`src/rtl/regfile_write_arbiter.sv`:
```
// Two-requester arbiter for the register file write port.
// Round-robin by default; a granted requester can hold the port for up to MAX_LOCK beats.
module regfile_write_arbiter #(
  parameter int ADDR_WIDTH        = 5,
  parameter int DATA_WIDTH        = 32,
  parameter int MAX_LOCK          = 8,
  parameter int ZERO_REG_SUPPRESS = 1
) (
  input  logic                  clk,
  input  logic                  reset,
  input  logic                  req0_valid,
  input  logic                  req0_lock,
  input  logic [ADDR_WIDTH-1:0] req0_addr,
  input  logic [DATA_WIDTH-1:0] req0_data,
  output logic                  req0_ready,
  input  logic                  req1_valid,
  input  logic                  req1_lock,
  input  logic [ADDR_WIDTH-1:0] req1_addr,
  input  logic [DATA_WIDTH-1:0] req1_data,
  output logic                  req1_ready,
  output logic                  wr_enable,
  output logic [ADDR_WIDTH-1:0] wr_addr,
  output logic [DATA_WIDTH-1:0] wr_data,
  output logic                  last_grant,
  output logic                  locked
);

  localparam int CNT_W = $clog2(MAX_LOCK + 1);

  typedef enum logic [1:0] {
    IDLE  = 2'd0,
    LOCK0 = 2'd1,
    LOCK1 = 2'd2
  } state_e;

  state_e                state_q, state_d;
  logic                  rr_q, rr_d;
  logic [CNT_W-1:0]      lock_cnt_q, lock_cnt_d;

  logic                  wr_enable_q;
  logic [ADDR_WIDTH-1:0] wr_addr_q;
  logic [DATA_WIDTH-1:0] wr_data_q;
  logic                  last_grant_q;
  logic                  locked_q;

  logic [1:0]                 vld, lck, gnt;
  logic [1:0][ADDR_WIDTH-1:0] addr;
  logic [1:0][DATA_WIDTH-1:0] data;

  logic                  acc, sel, sel_lock, cnt_full, issue;
  logic [ADDR_WIDTH-1:0] sel_addr;
  logic [DATA_WIDTH-1:0] sel_data;

  assign vld  = {req1_valid, req0_valid};
  assign lck  = {req1_lock,  req0_lock};
  assign addr = {req1_addr,  req0_addr};
  assign data = {req1_data,  req0_data};

  // State register
  always_ff @(posedge clk) begin
    if (reset) begin
      state_q    <= IDLE;
      rr_q       <= 1'b0;
      lock_cnt_q <= '0;
    end else begin
      state_q    <= state_d;
      rr_q       <= rr_d;
      lock_cnt_q <= lock_cnt_d;
    end
  end

  // Grant decode: ready is combinational from valid and state, forced low in reset
  always_comb begin
    gnt = 2'b00;
    if (!reset) begin
      case (state_q)
        IDLE: begin
          gnt[0] = vld[0] && (!vld[1] || !rr_q);
          gnt[1] = vld[1] && (!vld[0] ||  rr_q);
        end
        LOCK0:   gnt[0] = vld[0];
        LOCK1:   gnt[1] = vld[1];
        default: gnt    = 2'b00;
      endcase
    end
  end

  assign req0_ready = gnt[0];
  assign req1_ready = gnt[1];

  assign acc      = |gnt;
  assign sel      = gnt[1];
  assign sel_lock = lck[sel];
  assign sel_addr = addr[sel];
  assign sel_data = data[sel];
  // This accept would bring the burst count to MAX_LOCK
  assign cnt_full = (lock_cnt_q == CNT_W'(MAX_LOCK - 1));
  assign issue    = acc && !((ZERO_REG_SUPPRESS != 0) && (sel_addr == '0));

  // Next-state logic
  always_comb begin
    state_d    = state_q;
    rr_d       = rr_q;
    lock_cnt_d = lock_cnt_q;
    case (state_q)
      IDLE: begin
        if (acc) begin
          rr_d = ~sel;
          if (sel_lock) begin
            state_d    = sel ? LOCK1 : LOCK0;
            lock_cnt_d = CNT_W'(1);
          end
        end
      end
      LOCK0, LOCK1: begin
        if (acc) begin
          if (!sel_lock || cnt_full) begin
            state_d    = IDLE;
            rr_d       = ~sel;
            lock_cnt_d = '0;
          end else begin
            lock_cnt_d = lock_cnt_q + CNT_W'(1);
          end
        end
      end
      default: begin
        state_d    = IDLE;
        lock_cnt_d = '0;
      end
    endcase
  end

  // Registered write port; address/data hold unless a beat is issued
  always_ff @(posedge clk) begin
    if (reset) begin
      wr_enable_q  <= 1'b0;
      wr_addr_q    <= '0;
      wr_data_q    <= '0;
      last_grant_q <= 1'b0;
      locked_q     <= 1'b0;
    end else begin
      wr_enable_q <= issue;
      if (issue) begin
        wr_addr_q <= sel_addr;
        wr_data_q <= sel_data;
      end
      if (acc) last_grant_q <= sel;
      locked_q <= (state_d != IDLE);
    end
  end

  assign wr_enable  = wr_enable_q;
  assign wr_addr    = wr_addr_q;
  assign wr_data    = wr_data_q;
  assign last_grant = last_grant_q;
  assign locked     = locked_q;

endmodule
```
`config.mk`:
```
export PLATFORM = sky130hd
export DESIGN_NAME = regfile_write_arbiter
export DESIGN_NICKNAME = d
export VERILOG_FILES = /design/src/rtl/regfile_write_arbiter.sv
export SDC_FILE = /design/constraint.sdc
export NUM_CORES = 1
export LEC_CHECK = 0
export ABC_AREA = 1
export CAP_MARGIN = 15
export CELL_PAD_IN_SITES_DETAIL_PLACEMENT = 1
export CELL_PAD_IN_SITES_GLOBAL_PLACEMENT = 1
export CORE_ASPECT_RATIO = 0.6
export CORE_MARGIN = 5
export CORE_UTILIZATION = 25
export DETAILED_ROUTE_END_ITERATION = 16
export HOLD_SLACK_MARGIN = 0.12
export PLACE_DENSITY = 0.83
export SKIP_CTS_REPAIR_TIMING = 1
export SLEW_MARGIN = 20
export SYNTH_ARGS = -nofsm -noshare
export SYNTH_HDL_FRONTEND = slang
export SYNTH_SLANG_ARGS = --single-unit
```
`constraint.sdc`:
```
create_clock -name clk -period 1.8 [get_ports clk]
set_input_delay 0.36 -clock clk [delete_from_list [all_inputs] [get_ports clk]]
set_output_delay 0.36 -clock clk [all_outputs]
set_load 0.05 [all_outputs]
```
### Word level (Yosys, flattened, before mapping)

Cells that the tools add are included.

* shift operators: 0
* add/sub/neg operators: 1
* reductions and logical operators: 19
* multipliers: 0
* div/mod/pow operators: 0
* muxes and demuxes: 24
* equality and inequality tests: 7
* bitwise gates (word level): 1
* order comparisons: 1

Operators by type and width (number)
* $mux W32: 2
* $mux W4: 4
* $mux W2: 6
* $mux W5: 2
* $ne A2 B2 Y1 const B: 4
* $pmux W4 S2: 1
* $pmux W1 S2: 3
* $logic_not A1 Y1: 5
* $logic_not A5 Y1: 1
* $mux W1: 5
* $add A4 B1 Y4 const B: 1
* $eq A4 B3 Y1 const B: 1
* $pmux W2 S2: 1
* $reduce_and A4 Y1: 1
* $reduce_bool A2 Y1: 2
* $reduce_or A2 Y1: 2
* $logic_and A1 B1 Y1: 3
* $logic_or A1 B1 Y1: 3
* $reduce_and A3 Y1: 1
* $eq A2 B1 Y1 const B: 1
* $eq A2 B2 Y1 const B: 1
* $logic_not A2 Y1: 1
* $lt A1 B2 Y1 const B: 1
* $not A1 Y1: 1

* ROM bits: 0
* output and inout bits: 42
* logic and storage cells: 61
* bits in writable memories: 0
* input bits: 80
* memories: 0
* bits in latches: 0
* flip-flop bits (word level): 47

### Longest topological paths before layout

* word-level depth: 13
* depth in mapped cells: 14

### Least setup slack after synthesis

Ideal clock, no wire load.

* path kind: reg2reg
* start: reg state_q[0]
* end: reg wr_data_q[21] (netlist: wr_data[21])
* arrival time: 1.689 ns
* library setup time: 0.113 ns
* path buffers: 2
* path slack: -0.002 ns
* stages on the path, launching flop included: 15
* cells stage by stage: dfxtp_1 > inv_1 > ha_1 > nand2_2 > nand2_4 > nand2_4 > buf_6 > clkinv_2 > buf_4 > nand2_1 > nand2_1 > inv_1 > nand3_1 > nand2_1 > nor2_1

* longest elaborated chain between the ends: 8

Ends and longest elaborated chain
* start: declaration: line 36 `state_e state_q, state_d;`
* start signal: assignment: line 66 `state_q <= state_d;`
* $eq A2 B2 Y1 or $logic_not A2 Y1 (tied branches): line 76 `case (state_q)`
* $pmux W1 S2 (*): line 76
* $mux W2 (*): line 75 `if (!reset) begin`
* named net req1_ready: line 20 `output logic req1_ready,`
* $mux W5 (implied by the code) (2 in series): line 94 `assign sel_addr = addr[sel];`
* $logic_not A5 Y1: line 98 `assign issue = acc && !((ZERO_REG_SUPPRESS != 0) && (sel_addr == '0));`
* $logic_not A1 Y1: line 98
* $logic_and A1 B1 Y1: line 98
* end signal: assignment: line 145 `wr_data_q <= sel_data;`
* end: declaration: line 42 `logic [DATA_WIDTH-1:0] wr_data_q;`

Mark *: on every way through the listed nets, which the timed path passes. The rest lies on a longest branch. The select of a mux whose other input is x is not followed.
A chain may end at the register's enable or synchronous reset.

### Worst setup path after layout

* start: reg state_q[0]
* end: reg wr_data_q[25] (netlist: wr_data[25])

* longest elaborated chain between the ends: 8

Ends and longest elaborated chain (line)
* $eq A2 B2 Y1 or $logic_not A2 Y1 (tied branches): 76
* $pmux W1 S2: 76
* $mux W2 (*): 75
* $mux W5 (implied by the code) (2 in series): 94
* $logic_not A5 Y1: 98
* $logic_not A1 Y1: 98
* $logic_and A1 B1 Y1: 98

Every way passes the cells marked *; elsewhere a longest branch is shown, timed or not. The select of a mux whose other input is x is not followed.

==> metrics.yaml <==
numCtsBuffers: 5
min_path_type: "reg2reg"
grt_setup_unrepaired: "yes"
start_kind: "flip-flop"
drc: 0
avgSynthCellArea_um2: 6.19
finalCritPeriodShare_pct: 106
insertion_delay_ns: 0.29
vias: 3344
start_util_pct: 25.2
slew-limit-headroom_pct: 72.1
max_freq_ghz: 0.524
die_width_um: 147
antennaDiodeCount: 0
final_nets: 691
slowest_stage: "dfxtp_2"
postRouteAntennaNets: 0
finalWirelength_um: 11500
critPathCaptureType: "flip-flop"
hpwl_um: 7810
htreeDepth: 2
worst_slew_pin_slew_ns: 0.419
synthDistinctLibCells: 29
dieArea_um2: 13500
holdPathEnd: "wr_addr[0]$_SDFFE_PP0P_"
clockBufferDepth: 2
routedWlPerCell_um: 15.4
ys_seq_area_share_pct: 33.5
io_pins: 122
numPortBuffers: 121
critical_path_arrival_ns: 2.09
synth_top_area_share_pct: 33.5
rows: 30
drive_gt1_share_pct: 28.5
slowest_delay_ns: 0.32
worstPathRequired_ns: 1.98
final_common_cell: "nand2_1"
final_cell_mix: "150 x nand2_1, 76 x clkdlybuf4s50_1, 67 x buf_4"
syn_inst: 453
grt_max_degree: 38
synthTopCellsByArea: "dfxtp_1 34%, nand2_1 22%, nand3_1 8.9%, nor2_1 8.8%, inv_1 7.2%"
syn_to_final_growth_pct: 74.4
numPlacedInstances: 720
syn-num-nets: 538
antenna_found_initial: 0
hold_viol: 0
placeableCoreArea_um2: 11100
clkTransAtPathRegs_ns: 0.07
path_class: "reg2reg"
grt_usage_pct: 14.8
p_leak_uw: 0.00242
hp-start: "wr_addr[0]$_SDFFE_PP0P_"
clock-sinks: 47
synthDominantAreaCellType: "dfxtp_1"
finalPower_uw: 4410
layout_min_cycle_time_ns: 1.91
first_global_vias: 3375
crit_path_cell_trace: "inv_2 > ha_1 > inv_2 > nand2_8 > nand2_8 > buf_8 > o21ai_4 > nand2_4 > o21bai_4 > buf_4 > inv_6 > nor2_2 > nor2_1"
die_y_um: 92.1
maxCapViolations: 0
reg2regPathDepth: 13
finalNonFillerCells: 751
violations: "negative setup slack"
whs_ns: 0.474
skew_ns: 0.00353
yosys_warnings: 0
place.gp.congestion: 0.824
fin_ws_ns: -0.108
cts_root_buf: "clkbuf_16"
finalSetupViolations: 39
drtIter0Drc: 100
cts_tree: "built"
r2r-start: "state_q[0]$_SDFF_PP0_"
avgViaCountPerCell: 4.45
r2r-end: "wr_data[25]$_SDFFE_PP0P_"
overflow: 0
slew_viol_final: 0
outcome: "finished, violations left"
grt_first_pass_wirelength_um: 16600
synth_area_um2: 2810
powerDensity_nw_per_um2: 900
ir_drop_v: 0.000546
dr.pass1.iters: 4
ys_ff_latch: 47
critPathMaxFanout: 9
holdPathStages: 2
reg2reg_slack_ns: -0.11
## kinds of logic (layout without fill, tap and decap cells)
kind of cell,after synthesis,count (layout),synth area share (%)
AO/OA/AOI/OAI,13,13,3.17
XOR/XNOR,2,2,0.625
adder cells (fa/ha/maj),5,5,2.23
buffers and inverters,80,228,13.6
flip-flops,47,47,33.5
AND/OR/NAND/NOR,306,312,46.8
## state kept, by name, indices dropped and copies added, names as in the netlist
name        cells
last_grant      1
rr_q            1
wr_enable       1
wr_data        32
locked          1
state_q         2
wr_addr         5
lock_cnt_q      4
## metrics by stage
| step | instance area, µm² | utilization, % | setup slack (ns) | TNS (ns) |
|---|---|---|---|---|
| after floorplan | 2810 | - | 0.0484 | 0 |
| after global placement | 4150 | 37.2 | -0.396 | -15.70 |
| after detailed placement | 4150 | 37.2 | -0.487 | -19.90 |
| after CTS | 4320 | 38.8 | -0.249 | -6.88 |
| after global routing | 4890 | 43.9 | -0.221 | -7.39 |
| final | 4890 | 43.9 | -0.108 | -2.76 |
## power by group
| part | internal (µW) | switching, µW |
|---|---|---|
| clock network | 692 | 420 |
| registers | 1180 | 97.6 |
| logic | 791 | 1220 |
## routing by layer
| metal | share of wire (%) | track usage, % | up-vias | routed length, µm |
|---|---|---|---|---|
| li1 | - | - | 1679 | - |
| met1 | 47 | 19.3 | 1564 | 5400 |
| met2 | 47 | 25.0 | 95 | 5430 |
| met3 | 5.9 | 4.35 | 6 | 675 |
| met4 | 0.27 | 1.72 | 0 | 31 |
| met5 | 0 | 0 | - | 0 |
## final cells by class
| class | count | area, µm² |
|---|---|---|
| fillers | 1386 | 6260 |
| multi-input cells | 332 | 1810 |
| repair buffers | 160 | 1520 |
| flip-flops and latches | 47 | 943 |
| inverters | 58 | 245 |
| well taps | 144 | 180 |
| clock buffers | 6 | 139 |
| clock inverters | 2 | 35.0 |
| repair inverters | 2 | 25.0 |
## cells in the mapped netlist (all sizes together)
library cell and n:
inv 57, or2 2, a21oi 7, xor2 2, ha 5, clkbuf 2
buf 20, o21ai 4, o21a 1, clkinv 1, dfxtp 47, o21bai 1
nand2 170, nand3b 3, nor3 1, nand3 51, nor2 77, nand4 2
## worst max path at each step
stage / slack, ns / start / endpoint
after floorplan: 0.05 / state_q[0]$_SDFF_PP0_ / locked$_SDFF_PP0_
after detailed placement: -0.49 / req0_valid / wr_data[8]$_SDFFE_PP0P_
after global placement: -0.40 / req1_valid / wr_data[23]$_SDFFE_PP0P_
after global routing: -0.22 / state_q[1]$_SDFF_PP0_ / wr_data[18]$_SDFFE_PP0P_
final: -0.11 / state_q[0]$_SDFF_PP0_ / wr_data[25]$_SDFFE_PP0P_
after CTS: -0.25 / req0_valid / req1_ready
## critical path, delay by kind of cell, from the launching register on
family / cells / cell delay (ns)
simple gates: 5 / 0.40
fa+ha+maj: 1 / 0.17
compound gates: 2 / 0.37
buf+inv: 5 / 0.53
flops: 1 / 0.32
Power figures use the tool's default switching activity.
